**config.mk**
```make
export PLATFORM = sky130hd
export DESIGN_NAME = spi_word_receiver_flat
export DESIGN_NICKNAME = d
export VERILOG_FILES = /design/src/rtl/spi_pkg.sv /design/src/rtl/spi_word_receiver_if.sv /design/src/rtl/spi_pin_sync.sv /design/src/rtl/spi_word_receiver.sv /design/src/flat_wrapper.sv
export SDC_FILE = /design/constraint.sdc
export NUM_CORES = 1
export LEC_CHECK = 0
export CAP_MARGIN = 5
export CORE_MARGIN = 2
export CORE_UTILIZATION = 40
export DETAILED_ROUTE_END_ITERATION = 8
export PLACE_DENSITY = 0.71
export REMOVE_ABC_BUFFERS = 1
export SLEW_MARGIN = 10
export SYNTH_ARGS = -nofsm -noshare
export SYNTH_HDL_FRONTEND = slang
export SYNTH_HIERARCHICAL = 1
export SYNTH_SLANG_ARGS = --single-unit
```
**constraint.sdc**
```tcl
create_clock -name clock -period 2 [get_ports clock]
set_input_delay 0.3 -clock clock [delete_from_list [all_inputs] [get_ports clock]]
set_output_delay 0.3 -clock clock [all_outputs]
set_load 0.01 [all_outputs]
```
**src/rtl/spi_pkg.sv**
```systemverilog
// Shared definitions for both ends of the SPI word link.
// Holds the receiver FSM state type, the default word/field widths and the word type,
// so the transmit controller and the receiver agree on sizes.
package spi_pkg;

  localparam int unsigned WordBytesDefault = 4;
  localparam int unsigned FieldBitsDefault = 5;

  typedef logic [8*WordBytesDefault-1:0] word_t;
  typedef logic [FieldBitsDefault-1:0]   field_t;

  typedef enum logic {
    StIdle,
    StActive
  } state_e;

endpackage

```
**src/rtl/spi_word_receiver_if.sv**
```systemverilog
// Word delivery channel from the SPI word receiver to a consumer.
//   data       : assembled word, first received byte in the MSBs
//   dataValid  : data/fieldIndex hold a word not yet accepted
//   dataReady  : consumer takes the word when dataValid && dataReady
//   fieldIndex : index of the word within its chip-select frame
// Modports: master = word producer (receiver), slave = consumer.
interface spi_word_receiver_if #(
  parameter int unsigned WORD_BYTES = spi_pkg::WordBytesDefault,
  parameter int unsigned FIELD_BITS = spi_pkg::FieldBitsDefault
) ();

  logic [8*WORD_BYTES-1:0] data;
  logic                    dataValid;
  logic                    dataReady;
  logic [FIELD_BITS-1:0]   fieldIndex;

  modport master (
    output data,
    output dataValid,
    output fieldIndex,
    input  dataReady
  );

  modport slave (
    input  data,
    input  dataValid,
    input  fieldIndex,
    output dataReady
  );

endinterface

```
**src/rtl/spi_pin_sync.sv**
```systemverilog
// Two-flop synchronizer for one asynchronous pin, followed by an edge reference flop.
//   clock, reset : system clock, asynchronous active-low reset
//   pin          : asynchronous input
//   level        : synchronized level
//   rise, fall   : single-cycle edge strobes on the synchronized level
// ResetValue is the idle level of the pin, so leaving reset creates no false edge.
module spi_pin_sync #(
  parameter bit ResetValue = 1'b0
) (
  input  logic clock,
  input  logic reset,
  input  logic pin,
  output logic level,
  output logic rise,
  output logic fall
);

  // [0],[1] are the synchronizer stages, [2] holds the previous synchronized level.
  logic [2:0] sync_q;

  always_ff @(posedge clock or negedge reset) begin
    if (!reset) begin
      sync_q <= {3{ResetValue}};
    end else begin
      sync_q <= {sync_q[1:0], pin};
    end
  end

  assign level = sync_q[1];
  assign rise  = sync_q[1] & ~sync_q[2];
  assign fall  = ~sync_q[1] & sync_q[2];

endmodule

```
**src/rtl/spi_word_receiver.sv**
```systemverilog
// Mode-0 SPI slave, oversampled by the system clock. Shifts in MSB-first bits, groups
// every 8*WORD_BYTES bits into a big-endian word tagged with its index within the
// chip-select frame, and offers it on a valid/ready channel.
//   clock, reset     : system clock, asynchronous active-low reset
//   sclk, mosi, ssN  : asynchronous SPI pins (ssN active-low)
//   word_bus         : data / dataValid / dataReady / fieldIndex channel
//   frameError       : pulse, frame closed on a non-word boundary
//   overrun          : pulse, completed word dropped because the holding register was full
module spi_word_receiver
  import spi_pkg::*;
#(
  parameter int unsigned WORD_BYTES = WordBytesDefault,
  parameter int unsigned FIELD_BITS = FieldBitsDefault
) (
  input  logic                       clock,
  input  logic                       reset,
  input  logic                       sclk,
  input  logic                       mosi,
  input  logic                       ssN,
  spi_word_receiver_if.master        word_bus,
  output logic                       frameError,
  output logic                       overrun
);

  localparam int unsigned WordBits = 8 * WORD_BYTES;
  localparam int unsigned CntBits  = $clog2(WordBits);
  localparam logic [CntBits-1:0] LastBit = CntBits'(WordBits - 1);

  logic sclk_lvl, sclk_rise, sclk_fall;
  logic mosi_lvl, mosi_rise, mosi_fall;
  logic ss_lvl, ss_rise, ss_fall;

  spi_pin_sync #(.ResetValue(1'b0)) u_sync_sclk (
    .clock(clock), .reset(reset), .pin(sclk),
    .level(sclk_lvl), .rise(sclk_rise), .fall(sclk_fall)
  );

  spi_pin_sync #(.ResetValue(1'b0)) u_sync_mosi (
    .clock(clock), .reset(reset), .pin(mosi),
    .level(mosi_lvl), .rise(mosi_rise), .fall(mosi_fall)
  );

  spi_pin_sync #(.ResetValue(1'b1)) u_sync_ss (
    .clock(clock), .reset(reset), .pin(ssN),
    .level(ss_lvl), .rise(ss_rise), .fall(ss_fall)
  );

  logic unused_edges;
  assign unused_edges = ^{sclk_lvl, sclk_fall, mosi_rise, mosi_fall};

  state_e                state_q;
  logic [CntBits-1:0]    bit_cnt_q;
  logic [WordBits-1:0]   shift_q;
  logic [FIELD_BITS-1:0] field_cnt_q;
  logic                  done_q;        // shift_q holds a complete word this cycle
  logic [FIELD_BITS-1:0] done_field_q;  // index captured when that word completed
  logic [WordBits-1:0]   data_q;
  logic                  valid_q;
  logic [FIELD_BITS-1:0] index_q;
  logic                  frame_err_q;
  logic                  overrun_q;
  logic [1:0]            settle_q;      // synchronizers have seen the real pins
  logic                  armed_q;       // ssN observed high since reset

  logic last_bit;
  logic partial_at_end;
  logic accept;

  assign last_bit = (bit_cnt_q == LastBit);
  // Bit count as it will stand after this cycle's shift; a word finishing on the
  // same cycle as the ssN rise counts as complete.
  assign partial_at_end = sclk_rise ? !last_bit : (bit_cnt_q != '0);
  assign accept = valid_q && word_bus.dataReady;

  always_ff @(posedge clock or negedge reset) begin
    if (!reset) begin
      state_q      <= StIdle;
      bit_cnt_q    <= '0;
      shift_q      <= '0;
      field_cnt_q  <= '0;
      done_q       <= 1'b0;
      done_field_q <= '0;
      data_q       <= '0;
      valid_q      <= 1'b0;
      index_q      <= '0;
      frame_err_q  <= 1'b0;
      overrun_q    <= 1'b0;
      settle_q     <= '0;
      armed_q      <= 1'b0;
    end else begin
      frame_err_q <= 1'b0;
      overrun_q   <= 1'b0;
      done_q      <= 1'b0;
      settle_q    <= {settle_q[0], 1'b1};

      // A chip select already low at reset release must go high before a frame counts.
      if (settle_q[1] && ss_lvl) begin
        armed_q <= 1'b1;
      end

      if (accept) begin
        valid_q <= 1'b0;
      end

      if (done_q) begin
        if (!valid_q || word_bus.dataReady) begin
          data_q  <= shift_q;
          index_q <= done_field_q;
          valid_q <= 1'b1;
        end else begin
          overrun_q <= 1'b1;
        end
      end

      case (state_q)
        StIdle: begin
          if (ss_fall && armed_q) begin
            state_q     <= StActive;
            bit_cnt_q   <= '0;
            field_cnt_q <= '0;
          end
        end
        StActive: begin
          if (sclk_rise) begin
            shift_q   <= {shift_q[WordBits-2:0], mosi_lvl};
            bit_cnt_q <= last_bit ? '0 : bit_cnt_q + 1'b1;
            if (last_bit) begin
              done_q       <= 1'b1;
              done_field_q <= field_cnt_q;
              field_cnt_q  <= field_cnt_q + 1'b1;
            end
          end
          if (ss_rise) begin
            state_q     <= StIdle;
            bit_cnt_q   <= '0;
            field_cnt_q <= '0;
            frame_err_q <= partial_at_end;
          end
        end
        default: state_q <= StIdle;
      endcase
    end
  end

  assign word_bus.data       = data_q;
  assign word_bus.dataValid  = valid_q;
  assign word_bus.fieldIndex = index_q;
  assign frameError          = frame_err_q;
  assign overrun             = overrun_q;

endmodule

```
**src/flat_wrapper.sv**
```systemverilog
// flat-port wrapper written by rule: the top's interface ports become plain ports
module spi_word_receiver_flat import spi_pkg::*;
#(
  parameter int unsigned WORD_BYTES = WordBytesDefault,
  parameter int unsigned FIELD_BITS = FieldBitsDefault
)
  (clock, reset, sclk, mosi, ssN, frameError, overrun, word_bus_data, word_bus_dataValid, word_bus_fieldIndex, word_bus_dataReady);
  spi_word_receiver_if #(.WORD_BYTES(WORD_BYTES), .FIELD_BITS(FIELD_BITS)) word_bus_i ();
  input  logic clock;
  input  logic reset;
  input  logic sclk;
  input  logic mosi;
  input  logic ssN;
  output logic frameError;
  output logic overrun;
  output wire logic [$bits(word_bus_i.data)-1:0] word_bus_data;
  output wire logic [$bits(word_bus_i.dataValid)-1:0] word_bus_dataValid;
  output wire logic [$bits(word_bus_i.fieldIndex)-1:0] word_bus_fieldIndex;
  input wire logic [$bits(word_bus_i.dataReady)-1:0] word_bus_dataReady;
  assign word_bus_data = word_bus_i.data;
  assign word_bus_dataValid = word_bus_i.dataValid;
  assign word_bus_fieldIndex = word_bus_i.fieldIndex;
  assign word_bus_i.dataReady = word_bus_dataReady;
  spi_word_receiver #(.WORD_BYTES(WORD_BYTES), .FIELD_BITS(FIELD_BITS)) u_core (.clock(clock), .reset(reset), .sclk(sclk), .mosi(mosi), .ssN(ssN), .word_bus(word_bus_i), .frameError(frameError), .overrun(overrun));
endmodule
```
==> metrics <==
drt first-iter violations 73; global route overflow 0; DRT Pass-1 Iters 4; fin crit period 1.80 ns; max incr delay on CP 0.43 ns; nets 317; antenna cells 0; Int Pwr 2.73 mW; I/O pin total 46; Initial Utilization 41.4%; Reg power frac 60.5%; Tcrit/Tclk final 90.0%; number of global-route vias before repair 2130; f_max 0.556 GHz; dpl cells 424; Detailed Route WL 5.88 mm; total core area 9240 um2; Hold Path Class register to register; H-tree depth 3; Die Wd 102 um; final hold viol count 0; Fin Clk Skew 0.00876 ns; peak supply drop 0.534 mV; unrepaired setup endpoints after global routing false; leakage 2.23 nW; initial antenna violation count 0; Syn Area/Cell 15.1 um2; non-filler instance count after layout 441; number of stages on the worst setup path 5; clk root buf clkbuf_8; GPL Wtd Cong 0.786; setup violators final 0; Hold Crit Depth 0; Post-Syn Area 3820 um2; Clk Latency, worst-skew pair 0.35 ns; dpl ws 0.187 ns; CTS sink cnt 100; GRT Overall Usage 12.7%; power consumption 3.61 mW; CTS Buffer Depth 2; Vias 2123; Wirelength per Cell 13.3 um; Slew Limit Fails 0; TritonCTS clock tree done; Comb pwr share 6.9%; # DRC 0; CP cell instances ha_1, and3_1, ha_1, nand3_1, mux2_2; P_sw 0.873 mW; cell mode on critical path ha_1; Worst Path Max Fanout 8; status completed; first-pass GRT wire length 10.3 mm; startpoint types register; Bufs and invs on worst path 0; PwrDens 774 nW/um2; Register Area 2510 um2; share of cells above drive strength 1 33.0%; Worst Setup End Kind register; WP data required 2.23 ns; FP Rows 35; WP data arrival 2.03 ns; CTS Buf Count 9; post-CTS sizing 0; Mapped Cells 253; setup TNS 0 ns; area occupied by multi-input gates 1230 um2; Clock Power Share 32.6%; Worst Reg2Reg Path Length in Cells 5; Synth Warn # 6; critical path type register to register; sw frac 24.2%; Fill cells 818; Final HPWL DP 3.91 mm; # port buffers 45; CP delay by family, top simple AND/OR/NAND/NOR gates; CP max-delay cell dfrtp_1; antenna-violating nets left 0; area added between synthesis and finish 21.9%; largest net degree at the start of global routing 53; Vert. Die Dim 102 um; hold slack 0.353 ns; Max-cap violations 0; clk slew on worst S/H paths 0.09 ns; via density per instance 4.81; overall die area 10400 um2; Final WS setup 0.201 ns
==> timing repair <==
action                    4_1_cts  5_1_grt
hold endpoints to repair       27        0
setup buffers                   0        0
hold buffers                    1        0
==> state kept, by name, indices dropped and copies added, names as in the netlist, 3 cells and up <==
name,count
u_core/u_sync_sclk/sync_q,3
u_core/shift_q,32
u_core/done_field_q,5
u_core/field_cnt_q,5
u_core/u_sync_ss/sync_q,3
u_core/word_bus.fieldIndex,5
u_core/word_bus.data,32
u_core/bit_cnt_q,5
==> final cells by class <==
class,instances,area share [%]
Tap cell,129,3.46
Timing Repair Buffer,52,11.6
Sequential cell,100,53.8
Clock buffer,10,2.95
Inverter,9,0.725
Multi-Input combinational cell,135,26.5
Clock inverter,6,1.05
==> power by group through the flow <==
stage               Combinational [mW]  Sequential [mW]  Clock (mW)
global placement                 0.247             2.22           0
detailed placement               0.255             2.23           0
floorplan                        0.159             2.20           0
CTS                              0.257             2.19        1.23
global route                     0.282             2.20        1.32
finish                           0.249             2.18        1.17
==> worst paths after layout <==
check / slack [ns] / end / from
max: 0.20 / u_core/done_field_q[3] / u_core/bit_cnt_q[0]
min: 0.35 / u_core/u_sync_mosi/sync_q[1] / u_core/u_sync_mosi/sync_q[0]
max reg2reg: 0.20 / u_core/done_field_q[3] / u_core/bit_cnt_q[0]
min reg2reg: 0.35 / u_core/u_sync_mosi/sync_q[1] / u_core/u_sync_mosi/sync_q[0]
max in group asynchronous: 0.93 / u_core/u_sync_ss/sync_q[1] / reset
min in group asynchronous: 0.42 / u_core/word_bus.fieldIndex[0] / reset
==> metrics by stage <==
stage | instance area, um2 | utilization [%]
after floorplan | 3770 | -
after global placement | 4470 | 48.3
after detailed placement | 4470 | 48.3
after CTS | 4660 | 50.5
after global routing | 4660 | 50.5
final | 4660 | 50.5
==> per-layer routing <==
layer	vias up	track usage, %	wire (um)
met5	-	0	0
met3	9	2.90	237
met2	44	18.0	2620
met4	0	5.61	89
li1	997	-	-
met1	1073	18.7	2930
==> cell usage in the layout, fill, tap and decap left out, drive strengths merged <==
cell type and count:
o21ai 4, nand3 8, nor2b 3, mux2 72, and2b 1, nor2 1, a31oi 1, and3 1
a21o 1, nor3b 1, clkinvlp 2, dlygate4sd3 1, dfstp 3, or2 1, clkdlybuf4s50 44, o21bai 1
nand2b 2, clkinv 3, o22ai 1, nand2 10, mux2i 3, conb 1, dfrtp 97, inv 10
nor3 2, a32o 2, nand3b 4, ha 4, o31ai 2, buf 7, a21oi 4, clkbuf 10
a211oi 3, or4 2
Power figures use the tool's default switching activity.
